**src/rtl/branch_resolve_unit_pkg.sv**
```systemverilog
// Shared definitions for the branch resolution unit.
// Holds the 3-bit branch function codes used across the core and the
// payload carried by each pipeline stage. The payload PC field is sized for
// the widest supported XLEN; narrower configurations use the low bits only.
package branch_resolve_unit_pkg;

    localparam int MAX_XLEN = 64;

    localparam logic [2:0] BR_BEQ     = 3'b000;
    localparam logic [2:0] BR_BNE     = 3'b001;
    localparam logic [2:0] BR_BLT     = 3'b010;
    localparam logic [2:0] BR_BGE     = 3'b011;
    localparam logic [2:0] BR_BLTU    = 3'b100;
    localparam logic [2:0] BR_BGEU    = 3'b101;
    localparam logic [2:0] BR_JUMP    = 3'b110;
    localparam logic [2:0] BR_ILLEGAL = 3'b111;

    typedef struct packed {
        logic                taken;
        logic [MAX_XLEN-1:0] redirect_pc;
        logic                mispredict;
        logic                illegal;
    } br_payload_t;

endpackage

```
**src/rtl/branch_resolve_unit_if.sv**
```systemverilog
// Request/result stream bundle for the branch resolution unit.
// master: the execute-stage driver (issues requests, flush, out_ready).
// slave : the unit itself (returns in_ready, results and the counter).
interface branch_resolve_unit_if #(
    parameter int XLEN  = 32,
    parameter int CNT_W = 16
);
    logic             in_valid;
    logic             in_ready;
    logic [XLEN-1:0]  in_a;
    logic [XLEN-1:0]  in_b;
    logic [2:0]       in_func;
    logic [XLEN-1:0]  in_pc;
    logic [XLEN-1:0]  in_imm;
    logic             in_pred_taken;
    logic [XLEN-1:0]  in_pred_target;
    logic             flush;
    logic             out_valid;
    logic             out_ready;
    logic             out_taken;
    logic [XLEN-1:0]  out_redirect_pc;
    logic             out_mispredict;
    logic             out_illegal;
    logic [CNT_W-1:0] mispredict_cnt;

    modport master (
        output in_valid, in_a, in_b, in_func, in_pc, in_imm,
               in_pred_taken, in_pred_target, flush, out_ready,
        input  in_ready, out_valid, out_taken, out_redirect_pc,
               out_mispredict, out_illegal, mispredict_cnt
    );

    modport slave (
        input  in_valid, in_a, in_b, in_func, in_pc, in_imm,
               in_pred_taken, in_pred_target, flush, out_ready,
        output in_ready, out_valid, out_taken, out_redirect_pc,
               out_mispredict, out_illegal, mispredict_cnt
    );

endinterface

```
**src/rtl/branch_resolve_unit_cond_eval.sv**
```systemverilog
// branch_cond_eval: purely combinational branch evaluation.
// Inputs : a_i/b_i operands, func_i branch code, pc_i/imm_i address fields,
//          pred_taken_i/pred_target_i front-end prediction.
// Output : result_o payload (taken, redirect PC, mispredict, illegal).
module branch_cond_eval
    import branch_resolve_unit_pkg::*;
#(
    parameter int XLEN = 32
) (
    input  logic [XLEN-1:0] a_i,
    input  logic [XLEN-1:0] b_i,
    input  logic [2:0]      func_i,
    input  logic [XLEN-1:0] pc_i,
    input  logic [XLEN-1:0] imm_i,
    input  logic            pred_taken_i,
    input  logic [XLEN-1:0] pred_target_i,
    output br_payload_t     result_o
);

    logic            taken;
    logic            illegal;
    logic [XLEN-1:0] target;
    logic [XLEN-1:0] fallThrough;
    logic [XLEN-1:0] redirect;
    logic            mispredict;

    always_comb begin
        taken   = 1'b0;
        illegal = 1'b0;
        case (func_i)
            BR_BEQ:  taken = (a_i == b_i);
            BR_BNE:  taken = (a_i != b_i);
            BR_BLT:  taken = ($signed(a_i) <  $signed(b_i));
            BR_BGE:  taken = ($signed(a_i) >= $signed(b_i));
            BR_BLTU: taken = (a_i <  b_i);
            BR_BGEU: taken = (a_i >= b_i);
            BR_JUMP: taken = 1'b1;
            default: illegal = 1'b1;
        endcase
    end

    // Both sums wrap naturally at XLEN bits.
    assign target      = pc_i + imm_i;
    assign fallThrough = pc_i + XLEN'(4);
    assign redirect    = taken ? target : fallThrough;

    // Illegal ops never request a redirect; the predicted target only
    // matters when both sides agree the branch is taken.
    assign mispredict = !illegal &&
                        ((taken != pred_taken_i) ||
                         (taken && pred_taken_i && (target != pred_target_i)));

    assign result_o.taken       = taken;
    assign result_o.redirect_pc = MAX_XLEN'(redirect);
    assign result_o.mispredict  = mispredict;
    assign result_o.illegal     = illegal;

endmodule

```
**src/rtl/branch_resolve_unit.sv**
```systemverilog
// branch_resolve_unit: pipelined branch resolution for the execute stage.
// Ports: clk, rst_n (async, active-low), bus (slave side of
// branch_resolve_unit_if carrying the request/result streams, flush and
// the saturating mispredict counter).
// STAGES (1 or 2) register stages sit between request and result.
module branch_resolve_unit
    import branch_resolve_unit_pkg::*;
#(
    parameter int XLEN   = 32,
    parameter int STAGES = 1,
    parameter int CNT_W  = 16
) (
    input  logic                 clk,
    input  logic                 rst_n,
    branch_resolve_unit_if.slave bus
);

    localparam int LAST = STAGES - 1;

    br_payload_t       evalResult;
    br_payload_t       payload_q [STAGES];
    logic [STAGES-1:0] valid_q;
    logic              lastAdvance;
    logic              firstAdvance;
    logic              accept;
    logic              deliverMispredict;
    logic [CNT_W-1:0]  cnt_q;
    logic [CNT_W-1:0]  cnt_d;

    branch_cond_eval #(.XLEN(XLEN)) u_eval (
        .a_i           (bus.in_a),
        .b_i           (bus.in_b),
        .func_i        (bus.in_func),
        .pc_i          (bus.in_pc),
        .imm_i         (bus.in_imm),
        .pred_taken_i  (bus.in_pred_taken),
        .pred_target_i (bus.in_pred_target),
        .result_o      (evalResult)
    );

    // A stage may load when it is empty or its contents move on this edge.
    assign lastAdvance  = !valid_q[LAST] || bus.out_ready;
    assign firstAdvance = (STAGES == 1) ? lastAdvance
                                        : (!valid_q[0] || lastAdvance);

    assign bus.in_ready = !bus.flush && firstAdvance;
    assign accept       = bus.in_valid && bus.in_ready;

    always_ff @(posedge clk or negedge rst_n) begin
        if (!rst_n) begin
            valid_q <= '0;
        end else if (bus.flush) begin
            valid_q <= '0;
        end else begin
            if (firstAdvance) valid_q[0] <= accept;
            if (STAGES > 1 && lastAdvance) valid_q[LAST] <= valid_q[0];
        end
    end

    // Payload is left unreset; outputs are gated by the valid bit instead.
    always_ff @(posedge clk) begin
        if (firstAdvance) payload_q[0] <= evalResult;
        if (STAGES > 1 && lastAdvance) payload_q[LAST] <= payload_q[0];
    end

    // A result shown during flush is discarded, so it is not counted.
    assign deliverMispredict = valid_q[LAST] && bus.out_ready &&
                               payload_q[LAST].mispredict && !bus.flush;
    assign cnt_d = (deliverMispredict && (cnt_q != '1)) ? cnt_q + CNT_W'(1)
                                                         : cnt_q;

    always_ff @(posedge clk or negedge rst_n) begin
        if (!rst_n) begin
            cnt_q <= '0;
        end else begin
            cnt_q <= cnt_d;
        end
    end

    assign bus.out_valid       = valid_q[LAST];
    assign bus.out_taken       = valid_q[LAST] && payload_q[LAST].taken;
    assign bus.out_mispredict  = valid_q[LAST] && payload_q[LAST].mispredict;
    assign bus.out_illegal     = valid_q[LAST] && payload_q[LAST].illegal;
    assign bus.out_redirect_pc = valid_q[LAST] ? payload_q[LAST].redirect_pc[XLEN-1:0]
                                               : '0;
    assign bus.mispredict_cnt  = cnt_q;

    // Upper PC bits are always zero for narrow XLEN and are dropped here.
    if (XLEN < MAX_XLEN) begin : g_narrow
        logic unusedUpperBits;
        assign unusedUpperBits = ^payload_q[LAST].redirect_pc[MAX_XLEN-1:XLEN];
    end

endmodule

```
**src/flat_wrapper.sv**
```systemverilog
// flat-port wrapper written by rule: the top's interface ports become plain ports
module branch_resolve_unit_flat import branch_resolve_unit_pkg::*;
#(
    parameter int XLEN   = 32,
    parameter int STAGES = 1,
    parameter int CNT_W  = 16
)
  (clk, rst_n, bus_in_valid, bus_in_a, bus_in_b, bus_in_func, bus_in_pc, bus_in_imm, bus_in_pred_taken, bus_in_pred_target, bus_flush, bus_out_ready, bus_in_ready, bus_out_valid, bus_out_taken, bus_out_redirect_pc, bus_out_mispredict, bus_out_illegal, bus_mispredict_cnt);
  branch_resolve_unit_if #(.XLEN(XLEN), .CNT_W(CNT_W)) bus_i ();
  input  logic clk;
  input  logic rst_n;
  input wire logic [$bits(bus_i.in_valid)-1:0] bus_in_valid;
  input wire logic [$bits(bus_i.in_a)-1:0] bus_in_a;
  input wire logic [$bits(bus_i.in_b)-1:0] bus_in_b;
  input wire logic [$bits(bus_i.in_func)-1:0] bus_in_func;
  input wire logic [$bits(bus_i.in_pc)-1:0] bus_in_pc;
  input wire logic [$bits(bus_i.in_imm)-1:0] bus_in_imm;
  input wire logic [$bits(bus_i.in_pred_taken)-1:0] bus_in_pred_taken;
  input wire logic [$bits(bus_i.in_pred_target)-1:0] bus_in_pred_target;
  input wire logic [$bits(bus_i.flush)-1:0] bus_flush;
  input wire logic [$bits(bus_i.out_ready)-1:0] bus_out_ready;
  output wire logic [$bits(bus_i.in_ready)-1:0] bus_in_ready;
  output wire logic [$bits(bus_i.out_valid)-1:0] bus_out_valid;
  output wire logic [$bits(bus_i.out_taken)-1:0] bus_out_taken;
  output wire logic [$bits(bus_i.out_redirect_pc)-1:0] bus_out_redirect_pc;
  output wire logic [$bits(bus_i.out_mispredict)-1:0] bus_out_mispredict;
  output wire logic [$bits(bus_i.out_illegal)-1:0] bus_out_illegal;
  output wire logic [$bits(bus_i.mispredict_cnt)-1:0] bus_mispredict_cnt;
  assign bus_i.in_valid = bus_in_valid;
  assign bus_i.in_a = bus_in_a;
  assign bus_i.in_b = bus_in_b;
  assign bus_i.in_func = bus_in_func;
  assign bus_i.in_pc = bus_in_pc;
  assign bus_i.in_imm = bus_in_imm;
  assign bus_i.in_pred_taken = bus_in_pred_taken;
  assign bus_i.in_pred_target = bus_in_pred_target;
  assign bus_i.flush = bus_flush;
  assign bus_i.out_ready = bus_out_ready;
  assign bus_in_ready = bus_i.in_ready;
  assign bus_out_valid = bus_i.out_valid;
  assign bus_out_taken = bus_i.out_taken;
  assign bus_out_redirect_pc = bus_i.out_redirect_pc;
  assign bus_out_mispredict = bus_i.out_mispredict;
  assign bus_out_illegal = bus_i.out_illegal;
  assign bus_mispredict_cnt = bus_i.mispredict_cnt;
  branch_resolve_unit #(.XLEN(XLEN), .STAGES(STAGES), .CNT_W(CNT_W)) u_core (.clk(clk), .rst_n(rst_n), .bus(bus_i));
endmodule
```
**config.mk**
```make
export PLATFORM = sky130hd
export DESIGN_NAME = branch_resolve_unit_flat
export DESIGN_NICKNAME = d
export VERILOG_FILES = /design/src/rtl/branch_resolve_unit_pkg.sv /design/src/rtl/branch_resolve_unit_if.sv /design/src/rtl/branch_resolve_unit_cond_eval.sv /design/src/rtl/branch_resolve_unit.sv /design/src/flat_wrapper.sv
export SDC_FILE = /design/constraint.sdc
export NUM_CORES = 1
export LEC_CHECK = 0
export CORE_AREA = 2 2 144 118
export DETAILED_ROUTE_END_ITERATION = 7
export DIE_AREA = 0 0 146 120
export PLACE_DENSITY = 0.82
export SLEW_MARGIN = 40
export SYNTH_ARGS = -nofsm -noshare
export SYNTH_HDL_FRONTEND = slang
export SYNTH_SLANG_ARGS = --single-unit
```
**constraint.sdc**
```tcl
create_clock -name clk -period 3.7 [get_ports clk]
set_clock_uncertainty 0.1 [all_clocks]
set_input_delay 0.37 -clock clk [delete_from_list [all_inputs] [get_ports clk]]
set_output_delay 0.37 -clock clk [all_outputs]
set_load 0.05 [all_outputs]
```
==> key figures, run 1 <==
Global routing
  • Number of global-route vias before repair: 6497
  • First-pass GRT wire length: 32370 um
  • Largest net degree at the start of global routing: 36
  • GR Layer Usage met1: 30.21%
  • Met3 GRT Util: 3.992%
  • GR Util met2: 39.59%
  • GRT overflow: 0
  • Initial antenna violation count: 1
  • GR Util All Layers: 23.11%
  • Global route hottest layer: met2

STA
  • Slew HR: 62.20%
  • Period utilisation layout: 121.8%
  • Post-route minimum period: 4.508 ns
  • Achievable Freq: 0.2219 GHz
  • Smallest hold slack: 0.4006 ns
  • Fin worst setup slack: -0.8075 ns
  • Final hold vios: 0
  • RSZ-0062 raised after global routing: yes
  • Slew @ Worst Pin: 0.5652 ns
  • Max-slew violations: 0
  • Setup Viol. Count Final: 1

Critical path
  • Crit path DAT: 4.44 ns
  • Reg2Reg Launch Point: u_core.bus.out_valid
  • Critical path depth: 23
  • Crit path max fanout: 3
  • WS Path Type: primary input to flop
  • Crit-path cells: buf_6 > inv_4 > ha_4 > a21o_1 > a21o_1 > a21oi_2 > nor2_2 > o31ai_2 > nor4b_4 > mux2_4 > a32oi_4 > a21oi_4 > inv_4 > ha_4 > a21oi_2 > nand4_1 > nor4b_2 > o2111ai_1 > nor4_2 > and4_1 > nand4_1 > nor4_2 > a211oi_1
  • Crit start category: primary input
  • Max stage delay on crit path: 0.35 ns
  • RR Endpoint: u_core.bus.mispredict_cnt[15]
  • R2R depth: 8
  • Slowest cell on crit path: mux2_4
  • CP top delay family: simple AND/OR/NAND/NOR gates
  • Buf+Inv Stages, Crit Path: 3
  • Setup slack, reg-to-reg: 1.35 ns
  • Required @ worst endpoint: 3.63 ns
  • CP endpoint kind: flop

Yosys
  • Synth area leaders: edfxtp_1, ha_1, xor2_1, dfrtp_1, xnor2_1
  • Simple-gate share of the synthesized area: 20.98%
  • Yosys top cell by area: edfxtp_1
  • Mapped Cells: 720
  • Sequential cell area fraction in the yosys report: 23.42%
  • Ys flop type: edfxtp_1
  • Post-synthesis async set-or-reset flop share: 32.69%
  • Yosys warns: 0
  • Adder-Cell Fraction of Synth Area: 13.42%
  • Post-Syn Area: 6305 um2
  • Xor and xnor fraction of the mapped netlist area: 16.99%
  • Post-synth EDFFs: 35
  • Synth cell types: 66
  • Share of the synthesized area in the top cell type: 16.67%
  • FF+latch count, synth: 52
  • Post-Syn Nets: 956
  • Avg Cell Area, Syn: 8.757 um2
  • Compound-cell area share of the yosys netlist: 14.98%
  • Mux contribution to synthesized area: 5.656%
  • Largest family of logic cells by synthesized area: simple AND/OR/NAND/NOR gates

Layout
  • Final nets: 1274
  • Final Cell Area: 10040 um2
  • Final std cells w/o fill: 1260
  • Area Growth Syn to Fin: 59.24%
  • Share of cells above drive strength 1: 21.56%

Place
  • Placed Area: 9529 um2
  • HPWL after DPL: 17160 um
  • GP Congestion: 1.093
  • Placed Instances: 1239
  • Port bufs: 221

Clock tree
  • CTS tree: yes
  • Clk root buf: clkbuf_16
  • Clock transition at path regs: 0.07 ns
  • Clk_lat worst skew: 0.30 ns
  • CTS buffer count: 5
  • Clk buf depth: 2
  • CTS H-tree depth: 2
  • # clock sinks: 52

Floorplanning
  • IO Pins: 222
  • Die height: 120 um
  • Chip width: 146 um
  • Core area: 16190 um2
  • Initial core utilization: 38.95%
  • Rows: 42
  • DIE AREA: 17520 um2

Pwr
  • Power Total: 2.763 mW
  • Internal: 1.731 mW
  • Sequential share of power: 27.9%
  • Sw Ratio: 37.35%
  • Maximum VDD drop: 0.1468 mV
  • Clock Power Share: 16.6%
  • Sw Pwr: 1.032 mW
  • Leak: 4.353 nW
  • Pwr dens: 275.2 nW/um2
  • Comb pwr share: 55.6%

Hold path
  • Worst Hold End: u_core.bus.mispredict_cnt[6]
  • Worst Hold Depth: 1
  • Tightest Hold Check Type: flop to flop
  • Hold Path Origin: u_core.bus.mispredict_cnt[6]

Routing
  • Post-DR wirelength/cell: 16.41 um
  • Via density per instance: 5.195
  • First-pass DRT Iterations: 5
  • Routed WL: 20680 um
  • DRC viols: 0
  • DR iter-0 viols: 261
  • Post-detailed-route count of antenna-violating nets: 0
  • Vias: 6546

Run status
  • Failing checks: setup timing
  • Status: finished, violations left

Flow run
  • Max-cap violation count: 0
worst register-to-register path, stage by stage, from the launching register on:
cell,delay (ns)
dfrtp_1,0.61
and2_1,0.23
nand3b_1,0.14
o21bai_1,0.30
nor2_1,0.30
nand2_1,0.12
nor2_1,0.17
nand4_1,0.13
xnor2_1,0.14
power by group through the flow:
| stage | clock network, mW | logic (mW) | registers, mW |
|---|---|---|---|
| global route | 0.487 | 1.64 | 0.782 |
| global placement | 0 | 1.46 | 0.779 |
| CTS | 0.471 | 1.52 | 0.771 |
| finish | 0.458 | 1.54 | 0.770 |
| detailed placement | 0 | 1.48 | 0.783 |
| floorplan | 0 | 0.779 | 0.829 |
sequential cells by signal (all words and copies together) (netlist names):
| register | flops |
|---|---|
| u_core.bus.out_valid | 1 |
| u_core.payload_q | 35 |
| u_core.bus.mispredict_cnt | 16 |
how the worst max path moves through the flow:
stage / end / slack [ns] / startpoint
floorplan: u_core.payload_q[0][1] / -0.63 / bus_in_a[9]
global placement: u_core.payload_q[0][1] / -1.37 / bus_in_b[9]
detailed placement: u_core.payload_q[0][1] / -1.62 / bus_in_b[9]
CTS: u_core.payload_q[0][1] / -0.68 / bus_in_b[5]
global route: u_core.payload_q[0][1] / -0.94 / bus_in_a[0]
finish: u_core.payload_q[0][1] / -0.81 / bus_in_b[5]
cell families (layout without fill, tap and decap cells):
kind of cell             Yosys count  in the layout
AO/OA/AOI/OAI                    141            141
XOR/XNOR                         107            107
adder cells (fa/ha/maj)           67             67
buffers and inverters             69            388
flip-flops                        52             52
multiplexers                      35             35
other                              0              1
AND/OR/NAND/NOR                  249            249
metrics by stage:
step / util [%] / setup TNS (ns) / setup WS, ns
6_report: 62.03 / -0.8075 / -0.8075
5_1_grt: 62.03 / -0.9433 / -0.9433
4_1_cts: 61.94 / -0.6842 / -0.6842
3_5_place_dp: 58.87 / -9.882 / -1.619
3_3_place_gp: 58.87 / -8.048 / -1.374
2_1_floorplan: - / -0.6320 / -0.6320
synth_stat cells (7+ instances only):
| master | n |
|---|---|
| nor2b_1 | 7 |
| dfrtp_1 | 17 |
| and4_1 | 7 |
| a21o_1 | 18 |
| and3_1 | 10 |
| xnor3_1 | 7 |
| o21a_1 | 8 |
| nand4_1 | 23 |
| nor3_1 | 16 |
| clkbuf_1 | 19 |
| a21oi_1 | 38 |
| and2_1 | 35 |
| xor2_1 | 51 |
| xnor2_1 | 46 |
| mux2i_1 | 30 |
| o21ai_0 | 23 |
| nand2_1 | 50 |
| nand2b_1 | 7 |
| nand3_1 | 35 |
| ha_1 | 66 |
| inv_1 | 44 |
| nor2_1 | 39 |
| edfxtp_1 | 35 |
metal layers:
layer	vias to the layer above	wire length (um)
met4	0	404
li1	3240	-
met2	250	9649
met5	-	0
met3	31	1519
met1	3025	9101
cells in the final DEF, fill, tap and decap left out, types with 8 or more instances in the layout:
cell type and count:
nand2_1 50, inv_2 21, and2_1 35, dlygate4sd2_1 45
inv_1 20, xnor2_1 46, ha_1 36, dfrtp_1 17
o21ai_0 21, nand3_1 35, nor3_1 14, nor2_1 38
xor2_1 51, buf_4 113, ha_4 24, nand4_1 23
mux2i_1 30, o21a_1 8, a21oi_1 32, clkdlybuf4s50_1 161
and3_1 10, buf_2 9, a21o_1 18, edfxtp_1 35
final cells by class:
cell class,instances,area [um2]
diodes,1,2.502
clock buffers,5,125.1
clock inverters,3,20.02
fillers,1359,6146
inverters,44,175.2
multi-input cells,599,4984
flip-flops and latches,52,1476
well taps,220,275.3
repair buffers,336,2982
timing repair:
item / 4_1_cts / 5_1_grt
pin swaps: 68 / 1
endpoints found under the setup margin: 4 / 1
hold buffers: 0 / 1
hold endpoints to repair: 0 / 17
setup buffers: 11 / 0
resized for setup: 154 / 3
(Power assumes the default switching activity.)
==> inputs of run 2 (changes only) <==
--- a/config.mk
+++ b/config.mk
@@ -6,9 +6,11 @@
 export NUM_CORES = 1
 export LEC_CHECK = 0
 export CORE_AREA = 2 2 144 118
+export CTS_CLUSTER_DIAMETER = 200
 export DETAILED_ROUTE_END_ITERATION = 7
 export DIE_AREA = 0 0 146 120
 export PLACE_DENSITY = 0.82
+export SKIP_CTS_REPAIR_TIMING = 1
 export SLEW_MARGIN = 40
 export SYNTH_ARGS = -nofsm -noshare
 export SYNTH_HDL_FRONTEND = slang
==> key figures, run 2 (same netlist as run 1, synthesis figures left out) <==
Run status
  • Status: finished, violations left
  • Failing checks: setup timing

Floorplanning
  • IO Pins: 222 (unchanged)
  • Rows: 42 (unchanged)
  • Initial core utilization: 38.95% (unchanged)
  • Die height: 120 um (unchanged)
  • Core area: 16190 um2 (unchanged)
  • Chip width: 146 um (unchanged)
  • DIE AREA: 17520 um2 (unchanged)

Place
  • HPWL after DPL: 17160 um (unchanged)
  • Place WS: -1.619 ns (unchanged)
  • GP Congestion: 1.093 (unchanged)
  • Port bufs: 221 (unchanged)

Routing
  • First-pass DRT Iterations: 5 (unchanged)
  • DRC viols: 0 (unchanged)
  • Post-detailed-route count of antenna-violating nets: 0 (unchanged)
  • Routed WL: 21540 um (+4.2%)
  • Post-DR wirelength/cell: 17.17 um (+4.7%)
  • Vias: 6596 (+0.76%)
  • Via density per instance: 5.260 (+1.2%)
  • DR iter-0 viols: 326 (+25%)

STA
  • Final hold vios: 0 (unchanged)
  • Period utilisation layout: 122.0% (+0.18 points)
  • Fin worst setup slack: -0.8141 ns (-0.006585 ns)
  • Post-route minimum period: 4.514 ns (+0.006585 ns)
  • Max-slew violations: 0 (unchanged)
  • Slew HR: 62.23% (about the same)
  • Achievable Freq: 0.2215 GHz (-0.15%)
  • RSZ-0062 raised after global routing: yes
  • Setup Viol. Count Final: 1 (unchanged)
  • Slew @ Worst Pin: 0.5648 ns (-0.0003315 ns)
  • Smallest hold slack: 0.4007 ns (+0.00004300 ns)

Global routing
  • Number of global-route vias before repair: 6213 (-4.4%)
  • GRT overflow: 0 (unchanged)
  • Largest net degree at the start of global routing: 36 (unchanged)
  • First-pass GRT wire length: 30730 um (-5.1%)
  • Initial antenna violation count: 0 (-1)
  • GR Util All Layers: 21.87% (-1.2 points)

Layout
  • Share of cells above drive strength 1: 20.70% (-0.86 points)
  • # diodes: 0 (-1)
  • Top reg by flops: u_core.payload_q
  • Core Util, Final: 63.22% (+1.2 points)
  • Final nets: 1269 (-0.39%)
  • Area Growth Syn to Fin: 62.29%
  • Most frequent cells in the layout: clkdlybuf4s50_1, buf_4, xor2_1, dlymetal6s2s_1, nand2_1
  • Commonest non-fill, non-tap cell in the layout: clkdlybuf4s50_1
  • Max FFs per register: 35 (unchanged)

Hold path
  • Worst Hold Depth: 1 (unchanged)
  • Hold Path Origin: u_core.bus.mispredict_cnt[6]
  • Tightest Hold Check Type: flop to flop
  • Worst Hold End: u_core.bus.mispredict_cnt[6]

Critical path
  • Crit start category: primary input
  • R2R depth: 8 (unchanged)
  • WS Path Type: primary input to flop
  • Setup slack, reg-to-reg: 1.34 ns (about the same)
  • Crit path DAT: 4.44 ns (about the same)
  • RR Endpoint: u_core.bus.mispredict_cnt[15]
  • CP endpoint kind: flop
  • Crit path max fanout: 3 (unchanged)
  • Reg2Reg Launch Point: u_core.bus.out_valid
  • Required @ worst endpoint: 3.63 ns (about the same)

Clock tree
  • CTS tree: yes
  • Clock transition at path regs: 0.07 ns (about the same)
  • Clk_lat worst skew: 0.30 ns (about the same)
  • Clk buf depth: 2 (unchanged)
  • CTS H-tree depth: 2 (unchanged)
  • # clock sinks: 52 (unchanged)
  • CTS buffer count: 5 (unchanged)
  • Clk root buf: clkbuf_16

Pwr
  • Leak: 4.746 nW (+9.0%)
  • Pwr dens: 272.5 nW/um2 (-0.98%)
  • Maximum VDD drop: 0.1466 mV (-0.14%)

Flow run
  • Max-cap violation count: 0 (unchanged)
run 2: cell types whose count changed in the layout (fill, tap and decap cells not counted), moves of 4 or more:
cell | previous run | this run
clkdlybuf4s50_1 | 161 | 165
buf_4 | 113 | 108
dlymetal6s2s_1 | 0 | 51
buf_2 | 9 | 1
dlygate4sd2_1 | 45 | 0
clkdlybuf4s15_1 | 5 | 0
run 2: report_power, final:
group | switching [mW] | total, mW | internal [mW] | leakage [nW]
Combinational | 0.797 | 1.56 | 0.763 | 4.08
Clock | 0.206 | 0.458 | 0.252 | 0.0745
Sequential | 0.0389 | 0.770 | 0.731 | 0.597
run 2: worst max-delay path by stage:
stage | start | endpoint | cells after the start
CTS | bus_in_b[9] | u_core.payload_q[0][1] | 23
finish | bus_in_b[28] | u_core.payload_q[0][1] | 22
floorplan | bus_in_a[9] | u_core.payload_q[0][1] | 22
global route | bus_in_b[28] | u_core.payload_q[0][1] | 23
global placement | bus_in_b[9] | u_core.payload_q[0][1] | 23
detailed placement | bus_in_b[9] | u_core.payload_q[0][1] | 23
run 2: per-layer routing:
| metal | global-route usage (%) | share of wire [%] | vias to the layer above |
|---|---|---|---|
| li1 | - | - | 3230 |
| met1 | 29.37 | 43 | 3061 |
| met2 | 36.47 | 46 | 270 |
| met3 | 3.878 | 7.9 | 35 |
| met4 | 5.825 | 2.7 | 0 |
| met5 | 0 | 0 | - |
run 2: layout make-up:
type                    count  area, um2
fillers                  1318       5953
multi-input cells         599       5007
repair buffers            331       3153
flip-flops and latches     52       1476
well taps                 220      275.3
inverters                  44      175.2
clock buffers               5      125.1
clock inverters             3      20.02
run 2: critical path, stage by stage:
cell and delay (ns):
clkdlybuf4s50_1 0.48, inv_1 0.07, ha_4 0.28, nand4_1 0.10, or2_4 0.27, nor3_4 0.15
o31ai_2 0.10, nor4b_4 0.15, mux2_4 0.32, a32oi_4 0.21, a21oi_4 0.10, inv_4 0.07
ha_4 0.19, a21oi_2 0.12, nand4_1 0.14, nor4b_2 0.29, o2111ai_1 0.17, nor4_2 0.23
and4_1 0.22, nand4_1 0.09, nor4_2 0.22, a211oi_1 0.10
run 2: stage by stage:
stage	instances	total power, mW	cell area, um2	TNS [ns]
6_report	1254	2.788	10230	-0.8141
3_3_place_gp	1239	2.237	9529	-8.048
5_1_grt	1254	2.932	10230	-1.023
4_1_cts	1247	2.726	9674	-1.819
3_5_place_dp	1239	2.262	9529	-9.882
2_1_floorplan	720	1.608	6391	-0.6320
==> inputs of run 3 (changes only) <==
--- a/config.mk
+++ b/config.mk
@@ -5,11 +5,11 @@
 export SDC_FILE = /design/constraint.sdc
 export NUM_CORES = 1
 export LEC_CHECK = 0
-export CORE_AREA = 2 2 144 118
+export CORE_AREA = 2 2 128 105
 export CTS_CLUSTER_DIAMETER = 200
 export DETAILED_ROUTE_END_ITERATION = 7
-export DIE_AREA = 0 0 146 120
-export PLACE_DENSITY = 0.82
+export DIE_AREA = 0 0 130 107
+export PLACE_DENSITY = 0.95
 export SKIP_CTS_REPAIR_TIMING = 1
 export SLEW_MARGIN = 40
 export SYNTH_ARGS = -nofsm -noshare
==> key figures, run 3 (same netlist as run 1, synthesis figures left out) <==
Critical path
  • Crit start category: primary input
  • Crit path max fanout: 3 (unchanged)
  • WS Path Type: primary input to flop
  • Required @ worst endpoint: 3.62 ns (about the same)
  • CP endpoint kind: flop
  • Crit path DAT: 4.47 ns (+0.03 ns)

STA
  • Slew HR: 61.48% (-0.75 points)
  • Fin worst setup slack: -0.8544 ns (-0.04027 ns)
  • Setup Viol. Count Final: 1 (unchanged)
  • Period utilisation layout: 123.1% (+1.1 points)
  • Post-route minimum period: 4.554 ns (+0.04027 ns)
  • Final hold vios: 0 (unchanged)
  • Max-slew violations: 0 (unchanged)
  • Slew @ Worst Pin: 0.5760 ns (+0.01118 ns)
  • RSZ-0062 raised after global routing: yes
  • Achievable Freq: 0.2196 GHz (-0.88%)

Place
  • HPWL after DPL: 17850 um (+4.0%)
  • Placed Area: 9413 um2 (-1.2%)
  • Port bufs: 221 (unchanged)
  • GP Congestion: 0.9742 (-11%)

Floorplanning
  • DIE AREA: 13910 um2 (-21%)
  • Chip width: 130 um (-11%)
  • Initial core utilization: 49.89% (+11 points)
  • Rows: 37 (-12%)
  • Die height: 107 um (-11%)
  • IO Pins: 222 (unchanged)
  • Core area: 12640 um2 (-22%)

Routing
  • Via density per instance: 5.660 (+7.6%)
  • Vias: 6792 (+3.0%)
  • DRC viols: 0 (unchanged)
  • Routed WL: 22580 um (+4.8%)
  • Post-detailed-route count of antenna-violating nets: 0 (unchanged)
  • First-pass DRT Iterations: 5 (unchanged)
  • Post-DR wirelength/cell: 18.81 um (+9.5%)
  • DR iter-0 viols: 515 (+58%)

Global routing
  • GRT overflow: 0 (unchanged)
  • Initial antenna violation count: 1 (+1)
  • GR Util All Layers: 28.93% (+7.1 points)
  • Largest net degree at the start of global routing: 36 (unchanged)
  • First-pass GRT wire length: 31650 um (+3.0%)
  • Number of global-route vias before repair: 6404 (+3.1%)

Clock tree
  • CTS H-tree depth: 2 (unchanged)
  • Clk_lat worst skew: 0.29 ns (about the same)
  • CTS tree: yes
  • Clock transition at path regs: 0.07 ns (about the same)
  • Clk buf depth: 2 (unchanged)
  • CTS buffer count: 5 (unchanged)
  • Clk root buf: clkbuf_16
  • # clock sinks: 52 (unchanged)

Pwr
  • Leak: 4.643 nW (-2.2%)
  • Power Total: 2.833 mW (+1.6%)
  • Pwr dens: 280.8 nW/um2 (+3.0%)
  • Maximum VDD drop: 0.1932 mV (+32%)

Layout
  • Area Growth Syn to Fin: 59.99%
  • Commonest non-fill, non-tap cell in the layout: clkdlybuf4s50_1
  • Filler instances: 823 (-38%)
  • Max FFs per register: 35 (unchanged)
  • Most frequent cells in the layout: clkdlybuf4s50_1, buf_4, xor2_1
  • Share of cells above drive strength 1: 19.92% (-0.77 points)
  • Top reg by flops: u_core.payload_q
  • Final nets: 1259 (-0.79%)
  • Final Cell Area: 10090 um2 (-1.4%)

Run status
  • Failing checks: setup timing
  • Status: finished, violations left

Flow run
  • Max-cap violation count: 0 (unchanged)

Hold path
  • Tightest Hold Check Type: flop to flop
[run 3: changes by cell type in the layout (fill, tap and decap cells not counted), moves of 2 or more]
cell	before	now
buf_4	108	99
dlymetal6s2s_1	51	46
clkdlybuf4s50_1	165	171
ha_1	36	34
[run 3: layer usage]
layer / global-route usage (%) / up-vias / share of wire [%]
li1: - / 3206 / -
met1: 38.06 / 3198 / 41
met2: 49.89 / 351 / 47
met3: 4.890 / 37 / 9.2
met4: 6.221 / 0 / 2.1
met5: 0 / - / 0
[run 3: final timing paths]
check,end,depth (start not counted),from,slack (ns)
setup / recovery,u_core.payload_q[0][1],23,bus_in_b[9],-0.85
hold / removal,u_core.bus.mispredict_cnt[6],1,u_core.bus.mispredict_cnt[6],0.40
setup reg to reg,u_core.bus.mispredict_cnt[15],8,u_core.bus.out_valid,1.11
hold reg to reg,u_core.bus.mispredict_cnt[6],1,u_core.bus.mispredict_cnt[6],0.40
max in group asynchronous,u_core.bus.mispredict_cnt[14],2,rst_n,2.79
min in group asynchronous,u_core.bus.mispredict_cnt[8],2,rst_n,0.44
[run 3: critical path, cell delays in order]
cell and delay, ns:
dlymetal6s2s_1 0.18, inv_6 0.05, ha_4 0.21, a21o_1 0.15, a21o_1 0.18, a21oi_2 0.14, o21ai_1 0.09, o31ai_2 0.26
nor4b_4 0.35, mux2_4 0.34, a32oi_2 0.22, a21oi_4 0.10, inv_4 0.07, ha_4 0.19, a21oi_2 0.10, nand4_1 0.12
nor4b_2 0.24, o2111ai_1 0.14, nor4_1 0.22, and4_1 0.24, nand4_1 0.09, nor4_2 0.28, a211oi_1 0.13
[run 3: power by group]
group / internal, mW / switching (mW)
sequential: 0.731 / 0.0409
combinational: 0.747 / 0.805
clock: 0.296 / 0.213
total: 1.77 / 1.06
[run 3: metrics by stage]
step	util, %	setup slack, ns	hold WS, ns	instances	setup TNS, ns
2_1_floorplan	-	-0.6320	-0.02559	720	-0.6320
3_3_place_gp	74.48	-1.343	0.3776	1186	-4.202
3_5_place_dp	74.48	-1.544	0.3917	1186	-7.759
5_1_grt	79.81	-1.053	0.4232	1200	-1.053
6_report	79.81	-0.8544	0.4017	1200	-0.8544
4_1_cts	75.79	-1.248	0.4016	1194	-1.512
[run 3: area by class of cell]
cell class	count	area, um2	area share (%)
inverter	44	175.2	1.737
tap	175	219.0	2.171
sequential	52	1476	14.64
timing repair buffer	321	3067	30.40
clock inverter	2	16.27	0.1612
clock buffer	6	150.1	1.488
multi-input combinational	599	4981	49.38
antenna	1	2.502	0.02481
